`src/rtl/uart_alu_pkg.sv`:
```
// Shared definitions for the UART ALU receive path.
//   DATA_BITS_DEF / OP_BITS_DEF : default operand and opcode widths
//   OVERSAMPLE                  : s_tick pulses per bit time
//   TIMEOUT_TICKS_DEF           : default inter-byte timeout, 4 characters
//                                 of 10 bits (start + 8 data + stop)
//   frame_state_t               : command framer state encoding
package uart_alu_pkg;

  localparam int unsigned DATA_BITS_DEF     = 8;
  localparam int unsigned OP_BITS_DEF       = 6;
  localparam int unsigned OVERSAMPLE        = 16;
  localparam int unsigned CHAR_BITS         = 10;
  localparam int unsigned TIMEOUT_CHARS     = 4;
  localparam int unsigned TIMEOUT_TICKS_DEF = TIMEOUT_CHARS * CHAR_BITS * OVERSAMPLE;

  typedef enum logic [1:0] {
    WAIT_A  = 2'd0,
    WAIT_B  = 2'd1,
    WAIT_OP = 2'd2,
    HOLD    = 2'd3
  } frame_state_t;

endpackage

```
`src/rtl/tick_timeout_counter.sv`:
```
// Counts enable ticks since the last clear and flags the tick on which the
// allowed count is used up.
//   clk, reset : system clock, synchronous active-high reset
//   clr        : hold the count at zero
//   en         : count enable (16x baud tick)
//   expire     : combinational, high on the TIMEOUT_TICKS-th tick since clr;
//                never high when TIMEOUT_TICKS is 0
module tick_timeout_counter #(
  parameter int unsigned TIMEOUT_TICKS = 640
) (
  input  logic clk,
  input  logic reset,
  input  logic clr,
  input  logic en,
  output logic expire
);

  localparam int unsigned TW = (TIMEOUT_TICKS > 0) ? $clog2(TIMEOUT_TICKS + 1) : 1;
  localparam logic [TW-1:0] LAST = (TIMEOUT_TICKS > 0) ? TW'(TIMEOUT_TICKS - 1) : '0;

  logic [TW-1:0] r_count;

  assign expire = (TIMEOUT_TICKS != 0) && en && (r_count == LAST);

  // Restart on expiry so the count never runs past the limit.
  always_ff @(posedge clk) begin
    if (reset || clr) begin
      r_count <= '0;
    end else if (en) begin
      r_count <= expire ? '0 : r_count + TW'(1);
    end
  end

endmodule

```
`src/rtl/alu_cmd_framer.sv`:
```
// Receive-side framer: assembles the A, B, OP bytes from the UART receiver
// into one command and offers it on a valid/ready handshake.
//   clk, reset        : system clock, synchronous active-high reset
//   s_tick            : 16x baud enable, drives the inter-byte timeout
//   rx_done_tick      : received-byte strobe, rx_data valid with it
//   rx_data           : received byte
//   cmd_valid         : command held for the consumer
//   cmd_ready         : consumer accepts (only looked at in HOLD)
//   cmd_a/cmd_b       : operands
//   cmd_op            : opcode, low OP_BITS of the third byte
//   timeout_err       : pulse when a partial frame is abandoned
//   overrun_err       : pulse when a byte arrives while a command is held
//   frame_state       : state encoding for LED debug
module alu_cmd_framer
  import uart_alu_pkg::*;
#(
  parameter int unsigned DATA_BITS     = DATA_BITS_DEF,
  parameter int unsigned OP_BITS       = OP_BITS_DEF,
  parameter int unsigned TIMEOUT_TICKS = TIMEOUT_TICKS_DEF
) (
  input  logic                 clk,
  input  logic                 reset,
  input  logic                 s_tick,
  input  logic                 rx_done_tick,
  input  logic [DATA_BITS-1:0] rx_data,
  output logic                 cmd_valid,
  input  logic                 cmd_ready,
  output logic [DATA_BITS-1:0] cmd_a,
  output logic [DATA_BITS-1:0] cmd_b,
  output logic [OP_BITS-1:0]   cmd_op,
  output logic                 timeout_err,
  output logic                 overrun_err,
  output logic [1:0]           frame_state
);

  frame_state_t r_state, w_next;

  logic w_expire, w_timer_clr;
  logic w_cap_a, w_cap_b, w_cap_op, w_timeout, w_overrun;

  logic                 r_cmd_valid;
  logic [DATA_BITS-1:0] r_cmd_a, r_cmd_b;
  logic [OP_BITS-1:0]   r_cmd_op;
  logic                 r_timeout_err, r_overrun_err;

  tick_timeout_counter #(
    .TIMEOUT_TICKS(TIMEOUT_TICKS)
  ) u_timeout (
    .clk   (clk),
    .reset (reset),
    .clr   (w_timer_clr),
    .en    (s_tick),
    .expire(w_expire)
  );

  // State register
  always_ff @(posedge clk) begin
    if (reset) r_state <= WAIT_A;
    else       r_state <= w_next;
  end

  // Next-state logic; a byte arriving on the expiring tick takes priority.
  always_comb begin
    w_next = r_state;
    unique case (r_state)
      WAIT_A:  if (rx_done_tick) w_next = WAIT_B;
      WAIT_B:  if (rx_done_tick) w_next = WAIT_OP;
               else if (w_expire) w_next = WAIT_A;
      WAIT_OP: if (rx_done_tick) w_next = HOLD;
               else if (w_expire) w_next = WAIT_A;
      HOLD:    if (cmd_ready)    w_next = rx_done_tick ? WAIT_B : WAIT_A;
      default: w_next = WAIT_A;
    endcase
  end

  // Output / strobe decode. The timer only runs mid-frame and restarts on
  // every accepted byte.
  always_comb begin
    w_timer_clr = 1'b1;
    w_cap_a     = 1'b0;
    w_cap_b     = 1'b0;
    w_cap_op    = 1'b0;
    w_timeout   = 1'b0;
    w_overrun   = 1'b0;
    unique case (r_state)
      WAIT_A: w_cap_a = rx_done_tick;
      WAIT_B: begin
        w_timer_clr = rx_done_tick;
        w_cap_b     = rx_done_tick;
        w_timeout   = w_expire && !rx_done_tick;
      end
      WAIT_OP: begin
        w_timer_clr = rx_done_tick;
        w_cap_op    = rx_done_tick;
        w_timeout   = w_expire && !rx_done_tick;
      end
      HOLD: begin
        w_cap_a   = rx_done_tick && cmd_ready;
        w_overrun = rx_done_tick && !cmd_ready;
      end
      default: ;
    endcase
  end

  // Capture registers and error pulses
  always_ff @(posedge clk) begin
    if (reset) begin
      r_cmd_valid   <= 1'b0;
      r_cmd_a       <= '0;
      r_cmd_b       <= '0;
      r_cmd_op      <= '0;
      r_timeout_err <= 1'b0;
      r_overrun_err <= 1'b0;
    end else begin
      r_cmd_valid   <= (w_next == HOLD);
      r_timeout_err <= w_timeout;
      r_overrun_err <= w_overrun;
      if (w_cap_a)  r_cmd_a  <= rx_data;
      if (w_cap_b)  r_cmd_b  <= rx_data;
      if (w_cap_op) r_cmd_op <= rx_data[OP_BITS-1:0];
    end
  end

  assign cmd_valid   = r_cmd_valid;
  assign cmd_a       = r_cmd_a;
  assign cmd_b       = r_cmd_b;
  assign cmd_op      = r_cmd_op;
  assign timeout_err = r_timeout_err;
  assign overrun_err = r_overrun_err;
  assign frame_state = r_state;

endmodule

```
`config.mk`:
```
export PLATFORM = sky130hd
export DESIGN_NAME = alu_cmd_framer
export DESIGN_NICKNAME = d
export VERILOG_FILES = /design/src/rtl/uart_alu_pkg.sv /design/src/rtl/tick_timeout_counter.sv /design/src/rtl/alu_cmd_framer.sv
export SDC_FILE = /design/constraint.sdc
export NUM_CORES = 1
export LEC_CHECK = 0
export CORE_MARGIN = 2
export CORE_UTILIZATION = 43
export CTS_BUF_LIST = sky130_fd_sc_hd__clkbuf_8 sky130_fd_sc_hd__clkbuf_16
export CTS_CLUSTER_DIAMETER = 50
export DETAILED_ROUTE_END_ITERATION = 10
export PLACE_DENSITY = 0.75
export SLEW_MARGIN = 20
export SYNTH_ARGS = -nofsm -noshare
export SYNTH_HDL_FRONTEND = slang
export SYNTH_SLANG_ARGS = --single-unit
```
`constraint.sdc`:
```
create_clock -name clk -period 1.7 [get_ports clk]
set_clock_uncertainty 0.1 [all_clocks]
set_input_delay 0.34 -clock clk [delete_from_list [all_inputs] [get_ports clk]]
set_output_delay 0.34 -clock clk [all_outputs]
set_load 0.1 [all_outputs]
```
* Word-level counts from Yosys, hierarchy flattened
Index checks and enable logic that the tools add are counted. Widths: inputs -> output; s select.
Storage, ports and cells: latch bits 0, memories kept 0, bits in read-only memories 0, output and inout port bits 27, input bits 13, register bits after elaboration 37, bits in writable memories 0
Cells by class: multiply operators 0, add/subtract/negate cells 1, multiplexer cells 12, reduce and logical (&&, ||, !) cells 11, $lt $le $gt $ge 0, shift-type cells 0, bitwise operators 2, equality and inequality tests 5, divide/modulo/power cells 0
Operators by type and width (count):
- $add 10x1->10 const B | 1
- $eq 10x10->1 const B | 1
- $mux 10 | 1
- $mux 2 | 5
- $pmux 2 s4 | 1
- $eq 2x2->1 const B | 3
- $reduce_or 2->1 | 3
- $logic_and 1x1->1 | 4
- $mux 1 | 4
- $eq 2x1->1 const B | 1
- $logic_not 1->1 | 2
- $logic_not 2->1 | 1
- $not 1->1 | 2
- $pmux 1 s2 | 1
- $logic_or 1x1->1 | 1

* Longest topological paths before layout
Gate-level depths: netlist (run 1).
depth in word-level cells 6, mapped depth 7, mapped depth without buffers 6

* Modules after synthesis
From an unflattened synthesis (run 1), not the netlist that was laid out.
Unflattened totals: cells, all modules 177, area total of the unflattened synthesis 1595.3 µm²
Modules (own cells, without submodules):
- alu_cmd_framer | instances 1, area an instance 1136.1 µm², cells an instance 125
- tick_timeout_counter | instances 1, area an instance 459.2 µm², cells an instance 52

* Least setup slack after synthesis (run 1)
Ideal clock, no wire load.
kind register to register, start reg r_state[0] (netlist: frame_state[0]), end reg u_timeout.r_count[1], slack -0.997 ns, cell stages (with the launch flop) 8, period minus slack after synthesis 2.697 ns, arrival time 2.509 ns, data required time 1.512 ns, path through dfxtp_1 inv_1 ha_1 or3b_1 buf_2 or2_1 buf_6 o32ai_2
Between the ends: longest elaborated chain between the ends 4, elaborated cells on any way between the ends 5, those cells by class eq/ne (2); mux (1); reduce/logical (2)
RTL lines:
- from (decl) | RTL line alu_cmd_framer.sv:36 | frame_state_t r_state, w_next;
- from (signal assigned) | RTL line alu_cmd_framer.sv:59 | else r_state <= w_next;
- $eq 2x2->1 or $eq 2x1->1 (tied branches) | RTL line alu_cmd_framer.sv:85 | unique case (r_state)
- $reduce_or 2->1 (no source line) *
- $mux 1 * | RTL line alu_cmd_framer.sv:85
- $logic_or 1x1->1 * | RTL line tick_timeout_counter.sv:27 | if (reset || clr) begin
- to (signal assigned) | RTL line tick_timeout_counter.sv:30 | r_count <= expire ? '0 : r_count + TW'(1);
- to (decl) | RTL line tick_timeout_counter.sv:21 | logic [TW-1:0] r_count;
Every way passes the cells marked *; elsewhere a longest branch is shown, timed or not. A chain may end at the register's enable or synchronous reset.

* Worst setup path after layout (run 1)
start reg r_state[1] (netlist: frame_state[1]), end reg r_cmd_valid (netlist: cmd_valid)
Between the ends: longest elaborated chain between the ends 4, elaborated cells on any way between the ends 11, those cells by class eq/ne (4); mux (6); reduce/logical (1)
RTL lines:
- $mux 2 | RTL line alu_cmd_framer.sv:68, alu_cmd_framer.sv:70
- $mux 2 (on tied branches) | RTL line alu_cmd_framer.sv:69, alu_cmd_framer.sv:67
- $pmux 2 s4 * | RTL line alu_cmd_framer.sv:65 | unique case (r_state)
- $eq 2x2->1 * | RTL line alu_cmd_framer.sv:115 | r_cmd_valid <= (w_next == HOLD);
- to (signal assigned) | RTL line alu_cmd_framer.sv:115
- to (decl) | RTL line alu_cmd_framer.sv:41 | logic r_cmd_valid;
Marked as above.

==> flow_summary_export.csv, run 1 <==
group,metric,value,unit
outcome,status,"finished, final reports clean",
finish,final_common_cell,"dfxtp_1",
logic_synthesis,syn_area,1580,um2
pwr,leakagePower,0.912,nW
global_routing,use_met2,36.8,%
setup_path,rr_startpoint,"frame_state[1]$_SDFF_PP0_",
logic_synthesis,avgSynthCellArea,8.86,um2
timing,slew_headroom,74.7,%
timing,setup_viol,0,
worst_hold_path,min_path_cells,2,
routing,vias,1418,
pwr,peakVddDrop,0.907,mV
routing,ant_nets,0,
die,die_y,64.6,um
clocking,holdBufCountCts,0,
logic_synthesis,yosysUniqueCellTypes,33,
die,die_width,64.6,um
finish,regArea,748,um2
global_routing,antenna_found_initial,0,
setup_path,cp_num_cells,6,
global_routing,met1_usage,21.4,%
finish,final-instance-count-excl-fill,274,
pwr,fin_total_pwr,0.00207,W
clocking,clkTransAtPathRegs,0.07,ns
clocking,cts_tree,"yes",
timing,period_share,97.1,%
worst_hold_path,hold_path.class,"register to register",
die,core_area,3420,um2
clocking,cts_sinks,37,
clocking,numCtsBuffers,5,
finish,multi_input_area,803,um2
logic_synthesis,synth_nets,197,
setup_path,r2r_cells,6,
setup_path,crit_type,"register to register",
clocking,root_buffer,"clkbuf_8",
setup_path,critical-path-slowest-cell,"dfxtp_4",
clocking,cts_max_path_buffers,2,
finish,syn2layout_area_growth,57.4,%
setup_path,cp_max_fo,5,
worst_hold_path,hp-start,"cmd_b[7]$_SDFFE_PP0P_",
logic_synthesis,syn_inst,178,
clocking,clk_latency,0.27,ns
setup_path,slowest_delay,0.36,ns
finish,antenna_cells,0,
setup_path,crit_arrival,1.73,ns
routing,viasPerCell,5.18,
global_routing,grt_pass1_wl,6.44,mm
logic_synthesis,ys_seq_area_share,47.0,%
finish,nFillCells,253,
placement,io_buffers,39,
global_routing,grt-ovfl-total,0,
routing,drtIter0Drc,66,
timing,period_minus_slack,1.65,ns
setup_path,timing.rr.end,"cmd_valid$_SDFF_PP0_",
global_routing,grt_usage,19.8,%
timing,tightest_slew,0.375,ns
die,boundaryPins,40,
setup_path,worstPathCellList,"buf_4 > ha_1 > a211o_1 > nand2_1 > o311ai_0 > and2_1",
placement,hpwl,3.06,mm
die,fp.dieArea,4170,um2
timing,fmax,0.606,GHz
setup_path,critPathLaunchType,"register",
global_routing,grtUsageMet3,5.38,%
timing,drv_slew,0,
global_routing,grt_busiest_layer,"met2",
run,maxCapViolCount,0,
setup_path,ff2ff_setup_slack,0.05,ns
finish,final_nets,246,
finish,layout-drive-gt1-share,26.3,%
timing,hold_ws,0.400,ns
global_routing,first_global_vias,1502,
clocking,cts_max_level,2,
setup_path,cp_top_family,"compound AO/OA/AOI/OAI gates",
setup_path,end_kind,"register",
worst_hold_path,holdPathEnd,"cmd_b[7]$_SDFFE_PP0P_",
routing,wl,3.91,mm
setup_path,crit_buf_inv,1,
placement,place_congestion,0.897,
routing,routedWlPerCell,14.3,um
routing,drt_first_pass_iters,4,
logic_synthesis,yosys_warnings,0,
setup_path,worstPathRequired,1.78,ns
global_routing,grt_max_degree,23,
timing,setup_tns,0,ns
die,initial_core_util,46.2,%
finish,layout_common_cells,"dfxtp_1, buf_12, nand2_1",
timing,hold_viol_final,0,
placement,placed_cells,265,
die,rows,21,
routing,drcViolationCount,0,
logic_synthesis,ys_ff_latch,37,
timing,rsz0062_at_grt,"yes",
pwr,power.density,836,nW/um2
[tightest hold or removal path: stages (launching register included)]
cell	delay, ns
dfxtp_1	0.33
nand2_1	0.07
a21oi_1	0.05
[what timing repair did]
item / 4_1_cts / 5_1_grt
setup endpoints to repair: 9 / 15
cloned: 0 / 0
gates resized for setup: 2 / 5
buffers inserted: 0 / 1
pin swaps: 0 / 1
[metal layers]
| layer | vias up | wire [um] |
|---|---|---|
| li1 | 701 | - |
| met1 | 668 | 1500 |
| met2 | 45 | 2170 |
| met3 | 4 | 204 |
| met4 | 0 | 34 |
| met5 | - | 0 |
[cell usage after synthesis]
cell type / count / area share [%]
o21ai_2: 1 / 0.56
or2_1: 1 / 0.40
xor2_1: 3 / 1.7
a21oi_1: 17 / 5.4
o211ai_1: 1 / 0.48
or3b_1: 1 / 0.56
nor3b_1: 1 / 0.48
xnor2_1: 4 / 2.2
o32ai_2: 1 / 1.0
or3_1: 1 / 0.40
nor3_1: 3 / 0.95
mux2i_1: 8 / 5.1
nand3_1: 16 / 5.1
buf_1: 1 / 0.24
inv_1: 4 / 0.95
nor3_4: 1 / 1.0
nand2_1: 25 / 6.0
clkbuf_1: 4 / 0.95
nand4bb_1: 1 / 0.71
nor2b_1: 5 / 2.0
and2_1: 2 / 0.79
a211o_1: 1 / 0.56
nor2_1: 17 / 4.0
nand2b_1: 1 / 0.40
buf_2: 3 / 0.95
dfxtp_1: 37 / 47
o21ai_0: 4 / 1.3
buf_6: 2 / 1.4
o221ai_1: 1 / 0.56
ha_1: 6 / 4.8
o311ai_0: 1 / 0.56
nor4_1: 2 / 0.79
nand4_1: 2 / 0.79
[state kept, by name (all words and copies together), names as in the netlist]
| signal | cells |
|---|---|
| u_timeout.r_count | 10 |
| cmd_a | 8 |
| cmd_b | 8 |
| cmd_op | 6 |
| frame_state | 2 |
| cmd_valid | 1 |
| overrun_err | 1 |
| timeout_err | 1 |
[worst max-delay path by stage]
stage | endpoint | from | slack [ns]
after global placement | u_timeout.r_count[1]$_SDFFE_PP0P_ | s_tick | -0.22
after floorplan | u_timeout.r_count[1]$_SDFFE_PP0P_ | frame_state[0]$_SDFF_PP0_ | -0.30
after global routing | u_timeout.r_count[0]$_SDFFE_PP0P_ | frame_state[0]$_SDFF_PP0_ | -0.01
final | cmd_valid$_SDFF_PP0_ | frame_state[1]$_SDFF_PP0_ | 0.05
after CTS | u_timeout.r_count[0]$_SDFFE_PP0P_ | frame_state[0]$_SDFF_PP0_ | 0.01
after detailed placement | u_timeout.r_count[1]$_SDFFE_PP0P_ | s_tick | -0.33
[power breakdown]
group / total [W] / internal (W) / switching, W
Sequential: 0.000933 / 0.000898 / 0.0000355
Combinational: 0.000581 / 0.000230 / 0.000351
Clock: 0.000559 / 0.000276 / 0.000283
Total: 0.00207 / 0.00140 / 0.000670
[cell type report]
type	count	share of cell area, %
tap	46	2.32
sequential	37	30.2
timing repair buffer	52	31.1
clock buffer	5	2.77
inverter	4	0.807
clock inverter	3	0.504
multi-input combinational	127	32.4
[kinds of logic after synthesis]
family                   after synthesis  share of synthesized area, %
AND/OR/NAND/NOR                       79                          24.4
flip-flops                            37                          47.0
AO/OA/AOI/OAI                         27                          10.4
buffers and inverters                 14                          4.52
multiplexers                           8                          5.08
XOR/XNOR                               7                          3.89
adder cells (fa/ha/maj)                6                          4.76
[metrics by stage]
stage	utilization [%]	setup WS (ns)	instance area (um2)
6_report	72.6	0.0497	2480
5_1_grt	72.6	-0.0126	2480
4_1_cts	71.9	0.0117	2450
3_5_place_dp	69.3	-0.327	2370
3_3_place_gp	69.3	-0.219	2370
2_1_floorplan	-	-0.296	1610
No activity file was read; power rests on OpenSTA's default activity.
==> run 2, diff against run 1 <==
--- a/config.mk
+++ b/config.mk
@@ -5,7 +5,7 @@
 export SDC_FILE = /design/constraint.sdc
 export NUM_CORES = 1
 export LEC_CHECK = 0
-export CORE_MARGIN = 2
+export CORE_MARGIN = 10
 export CORE_UTILIZATION = 43
 export CTS_BUF_LIST = sky130_fd_sc_hd__clkbuf_8 sky130_fd_sc_hd__clkbuf_16
 export CTS_CLUSTER_DIAMETER = 50
@@ -15,3 +15,4 @@
 export SYNTH_ARGS = -nofsm -noshare
 export SYNTH_HDL_FRONTEND = slang
 export SYNTH_SLANG_ARGS = --single-unit
+export TNS_END_PERCENT = 30
==> run 2 against run 1 <==
Non-clock buffer count is 1 lower. Core utilization shrank 0.59 points. First-iteration DRC count is 11% higher. Sequential cell count unchanged. Highest routed layer unchanged. Combinational power shrank 0.7%. Via count decreased by 1.4%. Sequential share of layout area barely moved. Design area hardly changed. Global-route usage is 6.1 points lower. Critical path type is now input pin to register. Sequential power is essentially flat. Register-to-register slack got worse by 0.02 ns.
==> flow_summary_export.csv, run 2 (synthesized netlist as in run 1, its figures left out) <==
group,metric,value,unit
outcome,status,"finished, final reports clean",
finish,layout_common_cells,"dfxtp_1, buf_12, nand2_1",
global_routing,antenna_found_initial,0,
finish,final_common_cell,"dfxtp_1",
pwr,peakVddDrop,0.447,mV
routing,ant_nets,0,
finish,post-route-cell-area,2480,um2
timing,slew_headroom,74.3,%
timing,tightest_slew,0.381,ns
setup_path,crit_type,"input pin to register",
pwr,fin_total_pwr,0.00208,W
timing,drv_slew,0,
placement,io_buffers,39,
setup_path,ff2ff_setup_slack,0.03,ns
setup_path,critPathLaunchType,"input pin",
routing,wl,4.17,mm
finish,final_nets,245,
setup_path,r2r_cells,5,
die,die_y,80.6,um
pwr,power_switching,0.000676,W
timing,setup_viol,0,
finish,final-instance-count-excl-fill,273,
global_routing,first_global_vias,1451,
placement,place_congestion,0.886,
global_routing,grt_max_degree,23,
clocking,cts_max_path_buffers,2,
finish,antenna_cells,0,
clocking,cts_tree,"yes",
setup_path,rr_startpoint,"u_timeout.r_count[0]$_SDFFE_PP0P_",
pwr,swShare,32.5,%
worst_hold_path,hold_path.class,"register to register",
placement,place_area,2370,um2
die,die_width,80.6,um
pwr,pwr-share-comb,27.8,%
setup_path,worstPathCellList,"clkdlybuf4s50_1 > nand3_1 > buf_4 > or3_1 > a21oi_1",
finish,largest_reg_flops,10,
setup_path,crit_buf_inv,2,
run,maxCapViolCount,0,
timing,hold_viol_final,0,
clocking,clkTransAtPathRegs,0.07,ns
setup_path,critical-path-slowest-cell,"clkdlybuf4s50_1",
finish,nFillCells,264,
setup_path,timing.rr.end,"u_timeout.r_count[6]$_SDFFE_PP0P_",
setup_path,cp_max_fo,5,
routing,viasPerCell,5.12,
worst_hold_path,min_path_cells,2,
timing,fin_ws,0.00785,ns
setup_path,end_kind,"register",
pwr,power.density,838,nW/um2
clocking,root_buffer,"clkbuf_8",
routing,drcViolationCount,0,
finish,syn2layout_area_growth,57.3,%
die,core_area,3440,um2
clocking,cts_sinks,37,
finish,layout-drive-gt1-share,26.4,%
pwr,leakagePower,0.916,nW
routing,routedWlPerCell,15.3,um
timing,rsz0062_at_grt,"yes",
clocking,holdBufCountCts,0,
clocking,numCtsBuffers,5,
clocking,clk_latency,0.28,ns
die,boundaryPins,40,
timing,period_share,99.5,%
pwr,pwr-share-clk,27.4,%
setup_path,cp_top_family,"buffers and inverters",
global_routing,grt_usage,13.7,%
die,rows,21,
placement,place_ws,-0.376,ns
worst_hold_path,hp-start,"cmd_op[2]$_SDFFE_PP0P_",
timing,period_minus_slack,1.69,ns
timing,fmax,0.591,GHz
setup_path,crit_arrival,1.81,ns
pwr,p_seq_share,44.8,%
die,initial_core_util,45.8,%
pwr,p_int,0.00140,W
global_routing,grt_pass1_wl,7.03,mm
die,fp.dieArea,6490,um2
placement,placed_cells,265,
clocking,cts_max_level,2,
routing,vias,1398,
placement,hpwl,3.29,mm
setup_path,worstPathRequired,1.82,ns
finish,largest-register,"u_timeout.r_count",
worst_hold_path,holdPathEnd,"cmd_op[2]$_SDFFE_PP0P_",
routing,drtIter0Drc,73,
global_routing,grt-ovfl-total,0,
setup_path,slowest_delay,0.56,ns
routing,drt_first_pass_iters,5,
## run 2: worst max path at each step
stage                                           start                                 to  depth (start not counted)
floorplan                   frame_state[0]$_SDFF_PP0_  u_timeout.r_count[1]$_SDFFE_PP0P_                          7
global placement                               s_tick  u_timeout.r_count[1]$_SDFFE_PP0P_                          5
detailed placement                             s_tick  u_timeout.r_count[1]$_SDFFE_PP0P_                          5
CTS                         frame_state[0]$_SDFF_PP0_  u_timeout.r_count[7]$_SDFFE_PP0P_                          5
global route        u_timeout.r_count[0]$_SDFFE_PP0P_  u_timeout.r_count[6]$_SDFFE_PP0P_                          5
finish                                         s_tick  u_timeout.r_count[6]$_SDFFE_PP0P_                          5
## run 2: layer usage
layer | vias up | part of all wire [%] | global-route usage (%)
met5 | - | 0 | 0
met2 | 58 | 51 | 22.4
li1 | 697 | - | -
met4 | 0 | 1.7 | 6.51
met3 | 6 | 6.0 | 5.01
met1 | 637 | 41 | 15.4
## run 2: layout make-up
| cell class | count | area [um2] | share of cell area (%) |
|---|---|---|---|
| clock inverter | 3 | 13.8 | 0.555 |
| clock buffer | 5 | 68.8 | 2.77 |
| multi-input combinational | 127 | 808 | 32.6 |
| tap | 46 | 57.6 | 2.32 |
| sequential | 37 | 748 | 30.2 |
| inverter | 4 | 20.0 | 0.807 |
| timing repair buffer | 51 | 763 | 30.8 |
## run 2: worst min-delay path, delay by kind of cell (launching register included)
kind	cells	cell delay [ns]
DFF	1	0.33
and+or+nand+nor	1	0.06
AOI/OAI and AO/OA	1	0.05
## run 2: what timing repair did
action                                  in CTS  in global routing
pin swaps                                    0                  1
endpoints found under the setup margin       8                  6
buffers inserted                             0                  0
gates resized for setup                      2                  5
## run 2: power by group through the flow
stage                     combinational (W)  sequential, W  clock [W]
after global routing               0.000605       0.000934   0.000630
final                              0.000577       0.000932   0.000569
after global placement             0.000568       0.000949          0
after CTS                          0.000579       0.000932   0.000589
after detailed placement           0.000576       0.000951          0
after floorplan                    0.000142        0.00115          0
## run 2: stage by stage
step,hold slack [ns],setup TNS (ns),util [%]
4_1_cts,0.397,0,71.4
2_1_floorplan,0.364,-2.69,-
5_1_grt,0.425,-0.136,72.0
3_5_place_dp,0.388,-5.69,68.7
3_3_place_gp,0.379,-3.72,68.7
6_report,0.396,0,72.0
==> run 3, diff against run 2 <==
--- a/config.mk
+++ b/config.mk
@@ -8,9 +8,9 @@
 export CORE_MARGIN = 10
 export CORE_UTILIZATION = 43
 export CTS_BUF_LIST = sky130_fd_sc_hd__clkbuf_8 sky130_fd_sc_hd__clkbuf_16
-export CTS_CLUSTER_DIAMETER = 50
+export CTS_CLUSTER_DIAMETER = 40
 export DETAILED_ROUTE_END_ITERATION = 10
-export PLACE_DENSITY = 0.75
+export PLACE_DENSITY_LB_ADDON = 0.15
 export SLEW_MARGIN = 20
 export SYNTH_ARGS = -nofsm -noshare
 export SYNTH_HDL_FRONTEND = slang
==> run 3 against run 2 <==
The run now ends with negative setup slack left. Global-route usage about the same. Critical path depth up 1. First-iteration DRC count up 14%. Critical path type is now register to register. Critical endpoint is now cmd_valid$_SDFF_PP0_. Highest routed layer unchanged.
==> flow_summary_export.csv, run 3 (synthesized netlist as in run 1, its figures left out) <==
group,metric,value,unit
outcome,status,"finished with violations",
outcome,violations,"negative setup slack",
setup_path,end_kind,"register",
setup_path,worstSetupStartpoint,"frame_state[0]$_SDFF_PP0_",
setup_path,worstPathCellList,"buf_4 > ha_1 > nor3b_1 > o21ai_0 > o221ai_1 > and2_1",
pwr,power.density,845,nW/um2
clocking,post_cts_buffers,0,
die,die_y,80.6,um
placement,io_buffers,39,
finish,layout-drive-gt1-share,26.4,%
timing,tightest_slew,0.366,ns
pwr,peakVddDrop,0.634,mV
placement,place_congestion,0.857,
finish,nFillCells,259,
clocking,clk_latency,0.29,ns
worst_hold_path,min_path_cells,2,
timing,setup_tns,-0.00365,ns
routing,wl,4.27,mm
worst_hold_path,holdPathEnd,"cmd_op[0]$_SDFFE_PP0P_",
global_routing,grt_max_degree,26,
setup_path,critPathLaunchType,"register",
finish,antenna_cells,0,
timing,hold_viol_final,0,
pwr,pwr-share-clk,28.0,%
routing,drtIter0Drc,83,
setup_path,cp_max_fo,4,
routing,drcViolationCount,0,
timing,period_minus_slack,1.70,ns
clocking,cts_max_level,2,
routing,drt_first_pass_iters,5,
clocking,cts_max_path_buffers,2,
setup_path,timing.rr.end,"cmd_valid$_SDFF_PP0_",
finish,largest_reg_flops,10,
setup_path,cp_top_family,"compound AO/OA/AOI/OAI gates",
pwr,leakagePower,0.919,nW
die,core_area,3440,um2
clocking,root_buffer,"clkbuf_8",
setup_path,slowest_delay,0.36,ns
clocking,numCtsBuffers,5,
die,fp.dieArea,6490,um2
clocking,cts_tree,"yes",
placement,hpwl,3.27,mm
finish,multi_input_area,792,um2
pwr,p_int,0.00141,W
finish,syn2layout_area_growth,58.2,%
timing,fin_ws,-0.00365,ns
routing,routedWlPerCell,15.4,um
finish,layout_common_cells,"dfxtp_1, buf_12, nand2_1",
setup_path,ff2ff_setup_slack,-0.004,ns
pwr,power_switching,0.000701,W
routing,vias,1465,
finish,largest-register,"u_timeout.r_count",
finish,final_common_cell,"dfxtp_1",
clocking,clkTransAtPathRegs,0.08,ns
setup_path,crit_type,"register to register",
setup_path,r2r_cells,6,
timing,slew_headroom,75.4,%
global_routing,grt_usage,13.7,%
die,die_width,80.6,um
timing,fmax,0.587,GHz
clocking,holdBufCountCts,0,
finish,final_nets,249,
placement,place_ws,-0.240,ns
die,boundaryPins,40,
run,maxCapViolCount,0,
clocking,cts_sinks,37,
setup_path,crit_arrival,1.79,ns
pwr,swShare,33.2,%
setup_path,worstPathRequired,1.78,ns
setup_path,critical-path-slowest-cell,"dfxtp_4",
global_routing,grt-ovfl-total,0,
worst_hold_path,hp-start,"cmd_op[0]$_SDFFE_PP0P_",
die,initial_core_util,45.8,%
timing,drv_slew,0,
timing,hold_ws,0.396,ns
pwr,pwr-share-comb,27.9,%
timing,setup_viol,1,
setup_path,rr_startpoint,"frame_state[0]$_SDFF_PP0_",
routing,ant_nets,0,
routing,viasPerCell,5.29,
finish,regArea,748,um2
pwr,p_seq_share,44.1,%
global_routing,grt_pass1_wl,6.79,mm
global_routing,first_global_vias,1430,
die,rows,21,
setup_path,crit_buf_inv,1,
timing,period_share,100,%
timing,rsz0062_at_grt,"yes",
global_routing,antenna_found_initial,0,
worst_hold_path,hold_path.class,"register to register",
==> run 3: changes by cell type in the layout (fill, tap and decap cells not counted), sizes merged <==
cell,previous run,this run
buf,39,43
==> run 3: worst register-to-register path: cells and delay by family (launching register included) <==
family          cells  cell delay [ns]
buf+inv             1             0.16
simple gates        2             0.35
compound gates      2             0.40
fa+ha+maj           1             0.23
flops               1             0.36
==> run 3: power groups by stage <==
stage          combinational (W)  sequential [W]  clock (W)
2_1_floorplan           0.000142         0.00115          0
3_3_place_gp            0.000574        0.000948          0
3_5_place_dp            0.000583        0.000950          0
4_1_cts                 0.000588        0.000930   0.000604
5_1_grt                 0.000616        0.000934   0.000635
6_report                0.000589        0.000930   0.000590
==> run 3: worst max path at each step <==
stage,endpoint,slack [ns],depth (start not counted)
after floorplan,u_timeout.r_count[1]$_SDFFE_PP0P_,-0.30,7
after global placement,cmd_valid$_SDFF_PP0_,-0.18,6
after detailed placement,u_timeout.r_count[1]$_SDFFE_PP0P_,-0.24,4
after CTS,u_timeout.r_count[1]$_SDFFE_PP0P_,0.03,5
after global routing,cmd_valid$_SDFF_PP0_,-0.08,6
final,cmd_valid$_SDFF_PP0_,-0.004,6
==> run 3: metrics by stage <==
| stage | area [um2] | util (%) | instances | total power, W |
|---|---|---|---|---|
| after detailed placement | 2400 | 69.6 | 269 | 0.00153 |
| after global routing | 2490 | 72.4 | 277 | 0.00218 |
| after CTS | 2480 | 72.1 | 277 | 0.00212 |
| after floorplan | 1610 | - | 178 | 0.00129 |
| after global placement | 2400 | 69.6 | 269 | 0.00152 |
| final | 2490 | 72.4 | 277 | 0.00211 |
==> run 3: area by class of cell <==
class | count | area share [%]
clock buffer | 5 | 2.76
timing repair buffer | 55 | 31.8
multi-input combinational | 127 | 31.8
clock inverter | 3 | 0.552
inverter | 4 | 0.803
sequential | 37 | 30.0
tap | 46 | 2.31
==> run 3: timing repair <==
action,CTS,global route
setup endpoints to repair,7,4
pin swaps,0,3
resized for setup,2,3
==> run 3: layer usage <==
layer  GRT usage (%)  vias to the layer above  wire length, um
met2            24.1                       44             2190
met3            8.35                        7              365
met1            12.6                      704             1640
li1                -                      710                -
met5               0                        -                0
met4            4.75                        0               69
==> variant: new RTL, flow settings as in run 2 <==
Set the package constant `DATA_BITS_DEF` to 9 (it was 8).
--- a/src/rtl/uart_alu_pkg.sv
+++ b/src/rtl/uart_alu_pkg.sv
@@ -6,7 +6,7 @@
 //   frame_state_t               : command framer state encoding
 package uart_alu_pkg;
 
-  localparam int unsigned DATA_BITS_DEF     = 8;
+  localparam int unsigned DATA_BITS_DEF     = 9;
   localparam int unsigned OP_BITS_DEF       = 6;
   localparam int unsigned OVERSAMPLE        = 16;
   localparam int unsigned CHAR_BITS         = 10;
Ports: changed (resized cmd_a, cmd_b and rx_data); port bits go from 40 to 43. No check against the original RTL was run, so the function may have changed too.
==> variant against run 2 <==
The run now ends with negative setup slack left. Sequential cell count is 2 higher. Wire length rose by 5.1%. Worst hold slack worse by 4.8 ps. Power increased by 10%. Area after synthesis grew 3.8%. Sequential power grew 5.7%. Final cell count increased by 8.4%. Cell area rose by 9.7%. Worst setup slack got worse by 21 ps. Critical endpoint is now u_timeout.r_count[0]$_SDFFE_PP0P_.
==> variant: results (changes against run 2) <==
Syn-to-layout area delta: 66.28%
TritonCTS Buffers: 5 (unchanged)
Root Driver: clkbuf_8
setup violators final: 1 (+1)
syn_nets: 206 (+4.6%)
multiplexer share of the synthesized area: 5.505% (+0.43 points)
Synth Area in Adders: 4.587% (-0.17 points)
data arrival time of the critical path: 1840 ps (+30 ps)
share of post-route cells with drive strength above 1: 31.05% (+4.6 points)
fraction of registers with async set/reset: 0% (unchanged)
placed cell areas: 2527 µm² (+6.8%)
initial antenna violation count: 0 (unchanged)
I/O Buffers: 42 (+7.7%)
leakage: 1.019 nW (+11%)
HPWL after DPL: 3.250 mm (-1.4%)
Reg clk slew, reported paths: 80 ps
FILL cells: 230 (-13%)
Most flops, register: u_timeout.r_count
CP Max Fanout: 4 (-1)
post-layout net count: 267 (+9.0%)
synth cell count leaders: dfxtp_1, nand2_1, a21oi_1, nor2_1, nand3_1
status: finished with violations
Synth area leaders: dfxtp_1, nand2_1, a21oi_1
Tot GR Track Use: 13.60% (-0.097 points)
Avg Vias per Cell: 5.172 (+1.0%)
max reg flops: 10 (unchanged)
Clock Path Buffers: 2 (unchanged)
xor-xnor portion of the synthesized cell area: 3.746% (-0.14 points)
H-tree Lvls: 2 (unchanged)
CTS Hold Bufs: 0 (unchanged)
Distinct cells, synth: 32 (-3.0%)
vias in the first global route: 1486 (+2.4%)
relative slew slack: 79.78% (+5.5 points)
Worst-Skew Late Latency: 300 ps (+20 ps)
violated checks: negative setup slack
Max rail drop VDD: 613.0 µV (+37%)
DRT iter0 DRCs: 69 (-5.5%)
complex-gate fraction of the synthesized area: 10.32% (-0.076 points)
gpl congestion: 0.8498 (-4.1%)
min setup slack post-route: -13.35 ps (-21.20 ps)
DRT Pass-1 Iters: 4 (-1)
setup TNS: -13.35 ps (-13.35 ps)
first-pass GRT wire length: 7.093 mm (+0.88%)
Routed WL: 4.385 mm (+5.1%)
Worst Hold Class: reg2reg
Antenna diodes: 0 (unchanged)
sequential-to-total area share from yosys stat: 47.71% (+0.72 points)
pin count of the biggest net entering global routing: 28 (+22%)
Synth warnings: 0 (unchanged)
-- variant: cell types whose count changed after synthesis --
| cell | delta |
|---|---|
| buf_1 | -1 |
| nand3_1 | +1 |
| mux2i_1 | +1 |
| nand2_1 | +1 |
| clkbuf_1 | +2 |
| nor3_4 | -1 |
| dfxtp_1 | +2 |
| clkbuf_2 | +1 |
| nor2_1 | +1 |
| nor3_1 | +1 |
| buf_2 | -1 |
| a21oi_1 | +1 |
-- variant: layout make-up --
type | count | area share, %
repair buffers | 65 | 33.61
clock inverters | 2 | 0.3218
clock buffers | 6 | 3.034
flip-flops and latches | 39 | 28.97
well taps | 48 | 2.207
multi-input cells | 132 | 31.13
inverters | 4 | 0.7356
-- variant: worst max-delay path, stage by stage (launching register included) --
cell,delay [ps]
dfxtp_4,380
inv_4,40
ha_4,260
or3b_4,380
or2_4,270
buf_6,120
o21ai_2,90
-- variant: what timing repair did --
item,4_1_cts,5_1_grt
endpoints found under the setup margin,6,24
cloned,0,1
pin swaps,1,1
buffers inserted,0,3
resized for setup,5,17
-- variant: per-stage QoR --
| step | worst slack, ps | std cells | hold slack (ps) |
|---|---|---|---|
| finish | -13.35 | 296 | 391.5 |
| global route | -49.13 | 296 | 409.6 |
| CTS | 6.005 | 292 | 393.6 |
| detailed placement | -209.5 | 284 | 383.7 |
| global placement | -195.6 | 284 | 380.7 |
| floorplan | -274.7 | 186 | 363.7 |
-- variant: where the power goes --
group	total [mW]	internal, mW	leakage (nW)	switching (mW)
Combinational	0.659	0.263	0.649	0.396
Sequential	0.985	0.947	0.318	0.0379
Clock	0.645	0.321	0.0524	0.324
Total	2.29	1.53	1.02	0.758
-- variant: kinds of logic (layout without fill, tap and decap cells) --
kind of cell / after synthesis / in the layout
AOI/OAI and AO/OA: 28 / 28
muxes: 9 / 9
xor gates and xnor gates: 7 / 7
adders and majority gates: 6 / 6
and+or+nand+nor: 82 / 82
DFF: 39 / 39
buffers and inverters: 15 / 77
-- variant: path summary, 6_finish.rpt --
kind | startpoint | end | slack (ps) | cells after the start
max | frame_state[0]$_SDFF_PP0_ | u_timeout.r_count[0]$_SDFFE_PP0P_ | -10 | 6
min | cmd_op[4]$_SDFFE_PP0P_ | cmd_op[4]$_SDFFE_PP0P_ | 390 | 2
max reg2reg | frame_state[0]$_SDFF_PP0_ | u_timeout.r_count[0]$_SDFFE_PP0P_ | -10 | 6
min reg2reg | cmd_op[4]$_SDFFE_PP0P_ | cmd_op[4]$_SDFFE_PP0P_ | 390 | 2
-- variant: layer usage --
metal | GRT usage, % | share of wire, % | vias to the layer above
li1 | - | - | 753
met1 | 14.78 | 41 | 712
met2 | 22.59 | 49 | 49
met3 | 6.769 | 8.2 | 17
met4 | 4.762 | 2.1 | 0
met5 | 0 | 0 | -
